==> config.mk <==
export PLATFORM = sky130hd
export DESIGN_NAME = mm_cmd_sequencer
export DESIGN_NICKNAME = d
export VERILOG_FILES = /design/src/rtl/mm_pkg.sv /design/src/rtl/mm_rr_arbiter2.sv /design/src/rtl/mm_cmd_sequencer.sv
export SDC_FILE = /design/constraint.sdc
export NUM_CORES = 1
export LEC_CHECK = 0
export ABC_AREA = 1
export CAP_MARGIN = 40
export CORE_ASPECT_RATIO = 1.75
export CORE_UTILIZATION = 46
export CTS_BUF_LIST = sky130_fd_sc_hd__clkbuf_8
export DETAILED_ROUTE_END_ITERATION = 8
export GPL_ROUTABILITY_DRIVEN = 0
export PLACE_DENSITY = 0.89
export SETUP_SLACK_MARGIN = 0.15
export SYNTH_ARGS = -nofsm -noshare
export SYNTH_HDL_FRONTEND = slang
export SYNTH_SLANG_ARGS = --single-unit
==> constraint.sdc <==
create_clock -name clock -period 7.1 [get_ports clock]
set_input_delay 1.065 -clock clock [delete_from_list [all_inputs] [get_ports clock]]
set_output_delay 1.065 -clock clock [all_outputs]
set_load 0.03 [all_outputs]
==> src/rtl/mm_pkg.sv <==
// Shared encodings for the management-module command sequencer: FSM states,
// TPM response codes and the command codes used by the top and its benches.
package mm_pkg;

  typedef enum logic [1:0] {
    ST_IDLE    = 2'd0,
    ST_ISSUE   = 2'd1,
    ST_WAIT    = 2'd2,
    ST_RESPOND = 2'd3
  } mm_state_e;

  localparam logic [31:0] TPM_RC_SUCCESS    = 32'h0000_0000;
  localparam logic [31:0] TPM_RC_FAILURE    = 32'h0000_0101;
  localparam logic [31:0] TPM_RC_INITIALIZE = 32'h0000_0100;
  localparam logic [31:0] TPM_RC_VALUE      = 32'h0000_0084;
  localparam logic [31:0] TPM_RC_AUTH_TYPE  = 32'h0000_0124;

  localparam logic [31:0] TPM_CC_STARTUP    = 32'h0000_0144;
  localparam logic [31:0] TPM_CC_SHUTDOWN   = 32'h0000_0145;

endpackage

==> src/rtl/mm_rr_arbiter2.sv <==
// Two-way round-robin arbiter: a lone request wins outright, a tie goes to
// the requester that did not win last time. Purely combinational.
module mm_rr_arbiter2 (
  input  logic [1:0] req,
  input  logic       last_grant,
  input  logic       enable,
  output logic [1:0] gnt_onehot,
  output logic       gnt_idx
);

  always_comb begin
    gnt_onehot = 2'b00;
    if (enable) begin
      unique case (req)
        2'b01:   gnt_onehot = 2'b01;
        2'b10:   gnt_onehot = 2'b10;
        2'b11:   gnt_onehot = last_grant ? 2'b01 : 2'b10;
        default: gnt_onehot = 2'b00;
      endcase
    end
  end

  assign gnt_idx = gnt_onehot[1];

endmodule

==> src/rtl/mm_cmd_sequencer.sv <==
// Arbitrates host and self-test commands into the management module, issues a
// start strobe, waits for done or timeout and routes the response code back.
module mm_cmd_sequencer
  import mm_pkg::*;
#(
  parameter int unsigned TIMEOUT_CYCLES = 1000,
  parameter int unsigned CNT_W          = 10,
  parameter int unsigned TOCNT_W        = 8
) (
  input  logic               clock,
  input  logic               reset,
  input  logic [1:0]         req_valid,
  input  logic [31:0]        req_cc0,
  input  logic [32:0]        req_param0,
  input  logic [31:0]        req_cc1,
  input  logic [32:0]        req_param1,
  output logic [1:0]         req_ready,
  output logic [1:0]         rsp_valid,
  output logic [31:0]        rsp_rc,
  output logic               mm_start,
  output logic [31:0]        mm_tpm_cc,
  output logic [32:0]        mm_cmd_param,
  input  logic               mm_done,
  input  logic [31:0]        mm_rc,
  output logic               busy,
  output logic [TOCNT_W-1:0] timeout_cnt,
  output logic [1:0]         dbg_state
);

  // Handshake: a request is accepted on any cycle where req_valid[n] and
  // req_ready[n] are both high; ready is offered only in IDLE, only to the
  // arbitration winner, and never while reset is asserted.

  localparam logic [CNT_W-1:0] TERM_CNT = CNT_W'(TIMEOUT_CYCLES - 1);

  mm_state_e          state_q, state_d;
  logic               gnt_q, gnt_d;
  logic               last_grant_q, last_grant_d;
  logic [31:0]        cc_q, cc_d;
  logic [32:0]        param_q, param_d;
  logic [31:0]        rsp_rc_q, rsp_rc_d;
  logic [CNT_W-1:0]   cnt_q, cnt_d;
  logic [TOCNT_W-1:0] tocnt_q, tocnt_d;

  logic [1:0]         arb_onehot;
  logic               arb_idx;

  mm_rr_arbiter2 u_arb (
    .req        (req_valid),
    .last_grant (last_grant_q),
    .enable     ((state_q == ST_IDLE) && !reset),
    .gnt_onehot (arb_onehot),
    .gnt_idx    (arb_idx)
  );

  always_comb begin
    state_d      = state_q;
    gnt_d        = gnt_q;
    last_grant_d = last_grant_q;
    cc_d         = cc_q;
    param_d      = param_q;
    rsp_rc_d     = rsp_rc_q;
    cnt_d        = cnt_q;
    tocnt_d      = tocnt_q;
    unique case (state_q)
      ST_IDLE: begin
        if (|arb_onehot) begin
          gnt_d        = arb_idx;
          last_grant_d = arb_idx;
          cc_d         = arb_idx ? req_cc1 : req_cc0;
          param_d      = arb_idx ? req_param1 : req_param0;
          state_d      = ST_ISSUE;
        end
      end
      ST_ISSUE: begin
        cnt_d   = '0;
        state_d = ST_WAIT;
      end
      ST_WAIT: begin
        cnt_d = cnt_q + CNT_W'(1);
        // A completion on the terminal cycle beats the timeout.
        if (mm_done) begin
          rsp_rc_d = mm_rc;
          state_d  = ST_RESPOND;
        end else if (cnt_q == TERM_CNT) begin
          rsp_rc_d = TPM_RC_FAILURE;
          if (tocnt_q != '1) tocnt_d = tocnt_q + TOCNT_W'(1);
          state_d  = ST_RESPOND;
        end
      end
      ST_RESPOND: begin
        state_d = ST_IDLE;
      end
      default: state_d = ST_IDLE;
    endcase
  end

  always_ff @(posedge clock or posedge reset) begin
    if (reset) begin
      state_q      <= ST_IDLE;
      gnt_q        <= 1'b0;
      last_grant_q <= 1'b1;
      cc_q         <= '0;
      param_q      <= '0;
      rsp_rc_q     <= '0;
      cnt_q        <= '0;
      tocnt_q      <= '0;
    end else begin
      state_q      <= state_d;
      gnt_q        <= gnt_d;
      last_grant_q <= last_grant_d;
      cc_q         <= cc_d;
      param_q      <= param_d;
      rsp_rc_q     <= rsp_rc_d;
      cnt_q        <= cnt_d;
      tocnt_q      <= tocnt_d;
    end
  end

  // Strobes decode straight from state so reset removes them asynchronously.
  assign req_ready    = arb_onehot;
  assign mm_start     = (state_q == ST_ISSUE);
  assign rsp_valid    = (state_q == ST_RESPOND) ? (gnt_q ? 2'b10 : 2'b01) : 2'b00;
  assign busy         = (state_q != ST_IDLE);
  assign rsp_rc       = rsp_rc_q;
  assign mm_tpm_cc    = cc_q;
  assign mm_cmd_param = param_q;
  assign timeout_cnt  = tocnt_q;
  assign dbg_state    = state_q;

endmodule
Yosys cells after proc, flatten, opt, wreduce, memory -nomap -nowiden
Cells that the tools add are included.
W data, S select, Z words.
{ "word_totals": {"register_bits": 119, "inputBits": 167, "output_inout_bits": 113} }
{ "op_classes": {"bitwise_logic": 1, "n_eq_ne": 10, "n_addsub": 2, "n_mux": 14, "n_reduce_logical": 11} }
{ "op_table": {"columns": ["op", "count"], "rows": [
  ["$mux W32", 3],
  ["$mux W33", 1],
  ["$pmux W10 S2", 1],
  ["$mux W2", 7],
  ["$add A10 B1 Y10 const B", 1],
  ["$eq A10 B10 Y1 const B", 1],
  ["$add A8 B1 Y8 const B", 1],
  ["$eq A2 B2 Y1 const B", 4],
  ["$ne A8 B8 Y1 const B", 1],
  ["$pmux W2 S4", 1],
  ["$pmux W2 S3", 1],
  ["$reduce_and A2 Y1", 3],
  ["$reduce_bool A2 Y1", 3],
  ["$eq A2 B1 Y1 const B", 2],
  ["$reduce_and A4 Y1", 1],
  ["$ne A3 B3 Y1 const B", 1],
  ["$logic_not A2 Y1", 1],
  ["$ne A2 B1 Y1 const B", 1],
  ["$reduce_or A2 Y1", 1],
  ["$logic_and A1 B1 Y1", 1],
  ["$logic_not A1 Y1", 1],
  ["$not A1 Y1", 1]
]} }

Logic depth before layout (Yosys ltp)
Gate-level depths: netlist of run 1.
{ "logic_depth": {"depth_word": 6, "ltp_mapped": 10} }

By module
From an unflattened synthesis of run 1, not the netlist that was laid out.
{ "unflattened": {"hier_cells": 600, "area_unflattened_um2": 5549.1} }
{ "modules_own_cells": {"columns": ["module", "seq_area_each_um2", "cells_each", "area_per_inst_um2", "n_inst"], "rows": [
  ["mm_cmd_sequencer", 2979.1, 594, 5520.3, 1],
  ["mm_rr_arbiter2", 0.0, 6, 28.8, 1]
]} }

Worst setup path after synthesis of run 1
OpenSTA, ideal clock, no wires.
{ "synth_timing": {"path_kind": "input to output", "startpoint": "input port reset", "endpoint": "output port req_ready[1]", "setup_slack_ns": 4.344, "cell_stages": 5, "t_required_ns": 6.035, "n_path_buf": 2, "arrival_ns": 1.691, "cell_sequence": "nor2_8 -> nand3_4 -> inv_2 -> buf_2 -> buf_4"} }
{ "synth_between": {"elab_chain_len": 3} }
{ "synth_rtl": {"columns": ["element", "line_no", "rtl"], "rows": [
  ["from (decl)", "mm_cmd_sequencer.sv:11", "input logic reset,"],
  ["$logic_not A1 Y1 (no source line)", null, null],
  ["$logic_and A1 B1 Y1", "mm_cmd_sequencer.sv:51", ".enable ((state_q == ST_IDLE) && !reset),"],
  ["$mux W2", "mm_rr_arbiter2.sv:13", "if (enable) begin"],
  ["to (decl)", "mm_cmd_sequencer.sv:17", "output logic [1:0] req_ready,"]
]} }
Every way passes these cells.

Final worst setup path of run 1
Same ends and word-level chain as after synthesis.

==> results of run 1 <==
## registers in the layout, indices dropped and copies added (netlist names)
signal / cells
cnt_q: 10
timeout_cnt: 8
last_grant_q: 1
rsp_rc: 32
gnt_q: 1
mm_cmd_param: 33
dbg_state: 2
mm_tpm_cc: 32
## synth_stat cells (all sizes together)
library cell  count
dfrtp           118
dfstp             1
nand2           198
ha                7
and3              1
a21oi             6
or2               1
clkbuf           11
nand3            43
o21bai            1
nor2             87
nand4             8
o21ai           133
xnor2             2
nor3              3
inv              38
buf              31
xor2              3
## area by class of cell
type | count | share of cell area (%)
clock inverters | 14 | 1.39
well taps | 168 | 2.31
clock buffers | 18 | 2.73
multi-input cells | 493 | 27.3
flip-flops and latches | 119 | 32.8
inverters | 38 | 1.60
repair buffers | 288 | 31.9
## logic make-up after synthesis
| logic type | count (synthesis) | share of synthesized area, % |
|---|---|---|
| buf+inv | 80 | 7.60 |
| compound gates | 140 | 16.0 |
| flops | 119 | 50.4 |
| simple gates | 341 | 23.7 |
| fa+ha+maj | 7 | 1.48 |
| xor+xnor | 5 | 0.741 |
## power by group
group	switching, mW	internal, mW	leakage [nW]
Clock	0.294	0.288	0.183
Sequential	0.163	0.956	1.50
Combinational	1.17	0.776	2.39
## worst max-delay path: cells and delay by family
kind | cells | cell delay [ns]
buffers and inverters | 3 | 1.30
AND/OR/NAND/NOR | 2 | 0.28
## stage by stage
step	cells	hold WS (ns)	setup WS, ns
after floorplan	692	0.451	2.88
after global placement	1104	0.452	3.37
after detailed placement	1106	0.458	3.36
after CTS	1138	0.476	3.36
after global routing	1138	0.498	3.31
final	1138	0.473	3.38
## routing by layer
layer  vias to the layer above  wire length [um]  share of wire, %  global-route usage [%]
met5                         -                 0                 0                       0
met1                      2631              6250                36                    27.6
met4                         0               772               4.5                    14.5
met2                       237              8960                52                    47.2
met3                        55              1330               7.7                    7.88
li1                       2756                 -                 -                       -
## worst paths after layout
| path | startpoint | endpoint | slack (ns) | cells past startpoint |
|---|---|---|---|---|
| worst max-delay path | reset | req_ready[1] | 3.38 | 5 |
| worst min-delay path | rsp_rc[22] | rsp_rc[22] | 0.47 | 2 |
| worst max register to register | dbg_state[1] | mm_tpm_cc[22] | 4.77 | 9 |
| worst min register to register | rsp_rc[22] | rsp_rc[22] | 0.47 | 2 |
| max in group asynchronous | reset | rsp_rc[18] | 5.24 | 3 |
| min in group asynchronous | reset | mm_tpm_cc[25] | 1.00 | 2 |
==> summary.txt, run 1 <==
Status
  – Outcome: completed

Cells and area
  – Reg area: 2980 um2
  – Layout Utilization: 72.7%
  – Layout cells sized above 1: 11.9%
  – Commonest non-fill, non-tap cell in the layout: clkdlybuf4s50_1
  – Multi-input gate area: 2480 um2
  – # diodes: 0
  – Cell area after layout: 9090 um2
  – Most frequent cells in the layout: 279 x clkdlybuf4s50_1, 197 x nand2_1, 118 x dfrtp_1
  – Fill cells: 898
  – P&R area growth vs syn: 53.8%
  – Final net count: 1131

Placement
  – Port bufs: 279
  – Cell Area, Placed: 8720 um2
  – Dpl hpwl: 12200 um

Power
  – Leakage: 4.07 nW
  – Overall Power: 3.65 mW
  – Power Density: 401 nW/um2
  – Max IR drop VDD: 0.000236 V

Worst setup path
  – CP max stage delay: 0.70 ns
  – Required time worst endpoint: 6.03 ns
  – CP max FO: 3
  – Crit path max-delay cell type: clkdlybuf4s50_1
  – Worst Setup Start Kind: input port
  – CP cell instances: clkdlybuf4s50_1 -> nor2_8 -> nand3_4 -> inv_2 -> clkdlybuf4s50_1
  – Setup CP Type: input port to output port
  – CP most frequent cell: clkdlybuf4s50_1
  – Capturing element type of the critical path: output port
  – WP data arrival: 2.66 ns

Clock network
  – Root buffer selected by CTS: clkbuf_8
  – Clock Path Buffers: 2
  – Number of CTS-inserted buffers: 17
  – TritonCTS Sinks: 119
  – Resize count post-CTS: 0
  – # Post-CTS Setup Buffers: 0
  – H-tree levels: 4
  – Clock-pin slew on the worst setup and hold paths: 0.07 ns
  – Post-CTS Hold Buffers: 0
  – Worst-Skew Late Latency: 0.43 ns
  – CTS tree: done

GRT
  – Vias in the first global route: 5713
  – Largest net degree at the start of global routing: 69
  – First-pass GRT wire length: 27400 um
  – Gr usage total: 26.8%
  – Initial antenna violation count: 0
  – Grt ovf: 0

Synthesis
  – Mapped Nets: 866
  – Post-synth top area cell: dfrtp_1
  – #FFs+latches synth: 119
  – Area share of the largest cell type after synthesis: 50.0%
  – Library cells used by synthesis: 32
  – Synthesized area per cell: 8.54 um2
  – Cell Area, Synth: 5910 um2
  – Top cells by area, synth: dfrtp_1 50%, nand2_1 13%, o21ai_2 8.9%, nor2_1 5.4%, o21ai_1 3.7%
  – Mapped Cells: 692
  – Synth warn: 0
  – Post-synthesis sequential area ratio: 50.4%

Routing
  – Iter 0 DRT Violations: 260
  – Via count: 5679
  – DR DRC count: 0
  – Drt first pass iters: 4
  – Per-cell routed wire length: 15.2 um
  – Detail Route Antenna Nets: 0
  – Via/cell ratio: 4.99
  – DRT Wirelength: 17300 um

STA
  – RSZ-0062 raised after global routing: false
  – Max Transition Viols Final: 0
  – Slew HR: 39.5%
  – Clock skew: 0.0135 ns
  – Final min period: 3.72 ns
  – Setup TNS: 0 ns
  – Worst Tran Pin Value: 0.907 ns
  – Fmax: 269 MHz
  – Final hold vios: 0
  – Final Cycle Share: 52.4%
  – Final setup fails: 0

Min path
  – Worst Hold Class: register to register

Die
  – Io pins: 280
  – Area of the die: 13300 um2
  – Site Rows: 54
  – Core area: 12500 um2
  – Die Ht: 152 um
  – Die width: 87.7 um
  – Initial Util: 47.3%

Flow run
  – Total of max-cap violations: 0
Power figures use the tool's default switching activity.
==> run 2, diff against run 1 <==
--- a/config.mk
+++ b/config.mk
@@ -8,11 +8,11 @@
 export ABC_AREA = 1
 export CAP_MARGIN = 40
 export CORE_ASPECT_RATIO = 1.75
-export CORE_UTILIZATION = 46
+export CORE_UTILIZATION = 43
 export CTS_BUF_LIST = sky130_fd_sc_hd__clkbuf_8
 export DETAILED_ROUTE_END_ITERATION = 8
 export GPL_ROUTABILITY_DRIVEN = 0
-export PLACE_DENSITY = 0.89
+export PLACE_DENSITY = 0.84
 export SETUP_SLACK_MARGIN = 0.15
 export SYNTH_ARGS = -nofsm -noshare
 export SYNTH_HDL_FRONTEND = slang
==> constraint.sdc (replaced) <==
create_clock -name clock -period 3.5 [get_ports clock]
set_input_delay 0.525 -clock clock [delete_from_list [all_inputs] [get_ports clock]]
set_output_delay 0.525 -clock clock [all_outputs]
set_load 0.03 [all_outputs]
==> run 2 against run 1 <==
  * Critical path depth increased by 2
  * Sequential share of layout area down 0.50 points
  * First-iteration DRC count down 15%
  * Combinational power increased by 100%
  * Total power rose by 110%
  * Critical path type is now register to output port
==> summary.txt, run 2 (same netlist as run 1, synthesis figures left out) <==
Status
  – Outcome: completed (unchanged)

Die
  – Core area: 13400 um2 (was 12500 um2)
  – Site Rows: 56 (was 54)
  – Area of the die: 14200 um2 (was 13300 um2)
  – Io pins: 280 (unchanged)
  – Initial Util: 44.2% (was 47.3%)
  – Die width: 90.6 um (was 87.7 um)
  – Die Ht: 157 um (was 152 um)

Routing
  – Via count: 5719 (was 5679)
  – Per-cell routed wire length: 15.2 um (about the same)
  – Iter 0 DRT Violations: 222 (was 260)
  – Detail Route Antenna Nets: 0 (unchanged)
  – Drt first pass iters: 4 (unchanged)
  – DR DRC count: 0 (unchanged)
  – Via/cell ratio: 4.99 (about the same)
  – DRT Wirelength: 17400 um (was 17300 um)

Worst setup path
  – Worst r2r src: dbg_state[0] (was dbg_state[1])
  – CP most frequent cell: inv_1 (was clkdlybuf4s50_1)
  – R2R depth: 10 (was 9)
  – Required time worst endpoint: 2.97 ns (was 6.03 ns)
  – Capturing element type of the critical path: output port (unchanged)
  – Top Family by Delay on Critical Path: buffers and inverters (unchanged)
  – Setup CP Type: register to output port (was input port to output port)
  – Critical path buffer and inverter count: 4 (was 3)
  – CP max stage delay: 0.65 ns (was 0.70 ns)
  – WP data arrival: 2.20 ns (was 2.66 ns)
  – Worst Setup Start Kind: register (was input port)
  – Crit path max-delay cell type: clkdlybuf4s50_1 (unchanged)
  – CP cell instances: inv_1 -> ha_1 -> inv_2 -> nor2_8 -> nand2_1 -> inv_1 -> clkdlybuf4s50_1 (was clkdlybuf4s50_1 -> nor2_8 -> nand3_4 -> inv_2 -> clkdlybuf4s50_1)
  – CP max FO: 5 (was 3)
  – Reg2Reg Setup Slack: 1.20 ns (was 4.77 ns)
  – FF-to-FF End: dbg_state[1] (was mm_tpm_cc[22])

GRT
  – Gr usage total: 25.6% (was 26.8%)
  – Initial antenna violation count: 0 (unchanged)
  – Grt ovf: 0 (unchanged)
  – First-pass GRT wire length: 28600 um (was 27400 um)
  – Vias in the first global route: 5770 (was 5713)
  – Largest net degree at the start of global routing: 46 (was 69)

Clock network
  – TritonCTS Sinks: 119 (unchanged)
  – Worst-Skew Late Latency: 0.42 ns (was 0.43 ns)
  – # Post-CTS Setup Buffers: 0 (unchanged)
  – Clock-pin slew on the worst setup and hold paths: 0.07 ns (about the same)
  – Resize count post-CTS: 0 (unchanged)
  – Number of CTS-inserted buffers: 17 (unchanged)
  – Post-CTS Hold Buffers: 0 (unchanged)
  – Clock Path Buffers: 2 (unchanged)
  – H-tree levels: 4 (unchanged)
  – Root buffer selected by CTS: clkbuf_8 (unchanged)
  – CTS tree: done (unchanged)

STA
  – Fmax: 367 MHz
  – Final setup margin: 0.778 ns (was 3.38 ns)
  – Slew HR: 54.6% (was 39.5%)
  – Final Cycle Share: 77.8%
  – Setup TNS: 0 ns (unchanged)
  – Final min period: 2.72 ns
  – Max Transition Viols Final: 0 (unchanged)
  – Clock skew: 0.0120 ns (was 0.0135 ns)
  – Final hold vios: 0 (unchanged)
  – Worst Tran Pin Value: 0.679 ns (was 0.907 ns)
  – RSZ-0062 raised after global routing: false (unchanged)
  – Final setup fails: 0 (unchanged)

Power
  – Max IR drop VDD: 0.000525 V (was 0.000236 V)
  – Power Density: 830 nW/um2 (was 401 nW/um2)
  – Leakage: 4.14 nW (was 4.07 nW)

Min path
  – Worst Hold Class: register to register (unchanged)
  – Hold path start: rsp_rc[31] (was rsp_rc[22])
  – Hold Path Sink: rsp_rc[31] (was rsp_rc[22])
  – Worst hold stages: 2 (unchanged)

Placement
  – Dpl cells: 1115 (was 1106)
  – Port bufs: 279 (unchanged)
  – Place WS: 0.764 ns (was 3.36 ns)
  – Dpl hpwl: 12400 um (was 12200 um)

Cells and area
  – Multi-input gate area: 2480 um2 (unchanged)
  – P&R area growth vs syn: 56.2% (was 53.8%)
  – Final net count: 1134 (was 1131)
  – Non-Filler Instances: 1147 (was 1138)
  – Layout cells sized above 1: 12.1% (was 11.9%)
  – Commonest non-fill, non-tap cell in the layout: clkdlybuf4s50_1 (unchanged)
  – Reg area: 2980 um2 (unchanged)
  – Most frequent cells in the layout: 278 x clkdlybuf4s50_1, 197 x nand2_1, 118 x dfrtp_1 (was 279 x clkdlybuf4s50_1, 197 x nand2_1, 118 x dfrtp_1)
  – Number of flip-flops in the largest register: 33 (unchanged)
  – Fill cells: 1097 (was 898)
  – # diodes: 0 (unchanged)

Flow run
  – Total of max-cap violations: 0 (unchanged)
## run 2: layout make-up
| cell class | count | area share [%] |
|---|---|---|
| clock buffers | 18 | 2.68 |
| flip-flops and latches | 119 | 32.3 |
| repair buffers | 291 | 32.0 |
| well taps | 174 | 2.36 |
| inverters | 38 | 1.59 |
| clock inverters | 14 | 2.25 |
| multi-input cells | 493 | 26.9 |
## run 2: worst max path at each step
stage                       from            to  cells past startpoint
floorplan           dbg_state[0]  req_ready[1]                      8
CTS                 dbg_state[1]  req_ready[0]                      7
global placement    req_valid[1]  dbg_state[1]                      6
global route        dbg_state[1]  req_ready[0]                      7
detailed placement  req_valid[1]  dbg_state[1]                      7
finish              dbg_state[1]  req_ready[0]                      7
## run 2: through the flow
step           hold WS, ns  instance area [um2]  power, mW  util [%]
2_1_floorplan        0.451                 5910       4.61         -
3_3_place_gp         0.452                 8730       6.17      65.2
3_5_place_dp         0.459                 8770       6.27      65.6
4_1_cts              0.476                 9230       7.73      69.0
5_1_grt              0.496                 9230       8.14      69.0
6_report             0.472                 9230       7.66      69.0
## run 2: worst min-delay path: stages (launching register included)
cell and delay, ns:
dfrtp_1 0.34, nand2_1 0.05, nand2_1 0.05
## run 2: report_power, final
part           switching [mW]  internal [mW]  total [mW]
sequential              0.330           1.94        2.27
clock                   0.561          0.861        1.42
combinational            2.39           1.58        3.97
total                    3.28           4.38        7.66
## run 2: layer usage
layer	track usage (%)	up-vias	part of all wire [%]	wire [um]
met5	0	-	0	0
met4	11.2	0	3.0	517
met3	6.96	39	6.8	1180
met2	45.9	235	53	9200
met1	28.3	2673	37	6510
li1	-	2772	-	-
==> patch: new RTL, flow settings as in run 1 <==
Make the reset (`reset`) synchronous in one clocked block. Comments in the files are not updated.
--- a/src/rtl/mm_cmd_sequencer.sv
+++ b/src/rtl/mm_cmd_sequencer.sv
@@ -95,7 +95,7 @@
     endcase
   end
 
-  always_ff @(posedge clock or posedge reset) begin
+  always_ff @(posedge clock) begin
     if (reset) begin
       state_q      <= ST_IDLE;
       gnt_q        <= 1'b0;
Function: differs if reset is asserted again (counterexample within 4 cycles, from zero or initial values and one cycle with reset high); with reset held inactive, the same outputs for 4 cycles.
==> patch against run 1 <==
  * Routed wire length is 1.8% lower
  * Largest cell class is now non-clock buffers
  * Sequential power is 22% lower
  * Count of clock-buffer cells in the layout rose by 2
  * Area after synthesis is 5.2% lower
  * Register-to-register slack lost 0.51 ns
  * Sequential cell count is the same
  * Worst hold slack got worse by 0.017 ns
  * Combinational power decreased by 38%
  * Cell area fell by 2.4%
  * Synthesized cell count rose by 17%
  * Setup slack got worse by 0.22 ns
  * Total power fell by 24%
==> patch: results (changes against run 1) <==
stage,metric,value,unit,change
routing,first_pass_iters,6,,+2
routing,routed_via_density,4.961,,-0.58%
synthesis,yosysSeqAreaShare,0.4253,,-0.07884
hold_path,min_from,rsp_rc[8]$_SDFFE_PP0P_,,
placement,numPlacedInstances,1187,,+7.3%
synthesis,synth_cell_types,26,,-19%
grt,gr-usage-met1,0.2698,,-0.005993
grt,gr-usage-met3,0.08487,,+0.006107
placement,dp_hpwl,12100,um,-1.1%
grt,grt_usage,0.2666,,-0.001200
power_and_ir_drop,p_leak,0.004005,uW,-1.7%
power_and_ir_drop,power_density,314.0,mW/mm^2,-22%
synthesis,synthTopCellsByCount,"231 x nand2_1, 146 x nand3_1, 119 x dfxtp_1",,
worst_setup_path,rrSetupSlack,4.26,ns,-0.51 ns
sta,clock.fmax,253.5,MHz,-5.6%
power_and_ir_drop,clkPwrFrac,0.252,,+0.093
finish,drive_gt1_frac,0.1026,,-0.01597
worst_setup_path,slowest_delay,0.70,ns,about the same
power_and_ir_drop,switching_share,0.3605,,-0.08623
worst_setup_path,crit_slowest_cell,clkdlybuf4s50_1,,
worst_setup_path,r2r_start,dbg_state[1]$_SDFFE_PP0P_,,
synthesis,synth.net_count,984,,+14%
synthesis,synthArstFlopShare,0,,-1.000
routing,final_antenna_net_count,0,,unchanged
worst_setup_path,cp_max_fo,38,,+35
worst_setup_path,crit_arrival,2.88,ns,+0.22 ns
routing,wl_met1,6352,um,+1.6%
routing,dr_wl_met3,1153,um,-13%
sta,finClkSkew,0.01072,ns,-0.002797 ns
finish,fin_cells,1219,,+7.1%
grt,globalRouteMet2Util,0.4824,,+0.009930
worst_setup_path,endpoint,req_ready[0],,
power_and_ir_drop,ir_worst_vdd,189.3,uV,-20%
grt,grt_pass1_wl,26600,um,-2.8%
synthesis,synth_flop_cell,dfxtp_1,,
synthesis,synth_area_leaders,"dfxtp_1 43%, nand2_1 15%, nand3_1 13%, or2_2 5.1%, inv_1 4.8%",,
routing,wl_per_cell,13.95,um,-8.3%
routing,met2_length,8914,um,-0.51%
worst_setup_path,critical_path.reg2reg.endpoint,mm_cmd_param[23]$_SDFFE_PP0P_,,
synthesis,synth_cells,810,,+17%
sta,tightestPinTransition,0.8155,ns,-0.09168 ns
grt,grt_max_degree,75,,+8.7%
run_status,outcome,completed,,
worst_setup_path,rr_worst_depth,13,,+4
grt,grt_pass1_vias,5726,,+0.23%
power_and_ir_drop,seqPwrFrac,0.313,,+0.006
finish,multi_input_area,0.002619,sq mm,+5.5%
placement,dpl_cell_area,0.008418,sq mm,-3.4%
placement,dp_slack,3.161,ns,-0.1982 ns
finish,nFillCells,901,,+0.33%
-- patch: cell count changes after synthesis, moves of 7 or more --
cell	before	now
dfxtp_1	0	119
dfrtp_1	118	0
nand3_1	42	146
o21ai_2	60	0
nor2_1	85	28
or2_2	1	46
o21ai_1	44	0
a21oi_1	4	45
inv_1	34	71
nand2_1	197	231
inv_2	4	23
o21ai_0	28	9
or2_1	0	19
buf_6	11	4
-- patch: how the worst min path moves through the flow --
stage,to,cells past startpoint,slack (ns)
final,rsp_rc[8]$_SDFFE_PP0P_,2,0.46
after global placement,rsp_rc[8]$_SDFFE_PP0P_,2,0.44
after global routing,rsp_rc[28]$_SDFFE_PP0P_,2,0.48
after CTS,rsp_rc[8]$_SDFFE_PP0P_,2,0.46
after floorplan,cnt_q[7]$_SDFFE_PP0P_,2,0.44
after detailed placement,rsp_rc[8]$_SDFFE_PP0P_,2,0.45
-- patch: cell families after synthesis --
kind of cell,share of synthesized area
adder cells (fa/ha/maj),0.01563
flip-flops,0.4253
AND/OR/NAND/NOR,0.3920
AO/OA/AOI/OAI,0.04959
buffers and inverters,0.1081
XOR/XNOR,0.009381
-- patch: worst min-delay path, cell delays in order, from the launching register on --
cell	delay, ns
dfxtp_1	0.31
inv_1	0.05
a21oi_1	0.05
-- patch: final cells by class --
| cell class | count | share of cell area |
|---|---|---|
| Multi-Input combinational cell | 550 | 0.2950 |
| Inverter | 94 | 0.03975 |
| Clock inverter | 12 | 0.02058 |
| Clock buffer | 20 | 0.03101 |
| Sequential cell | 119 | 0.2684 |
| Tap cell | 137 | 0.01931 |
| Timing Repair Buffer | 287 | 0.3259 |
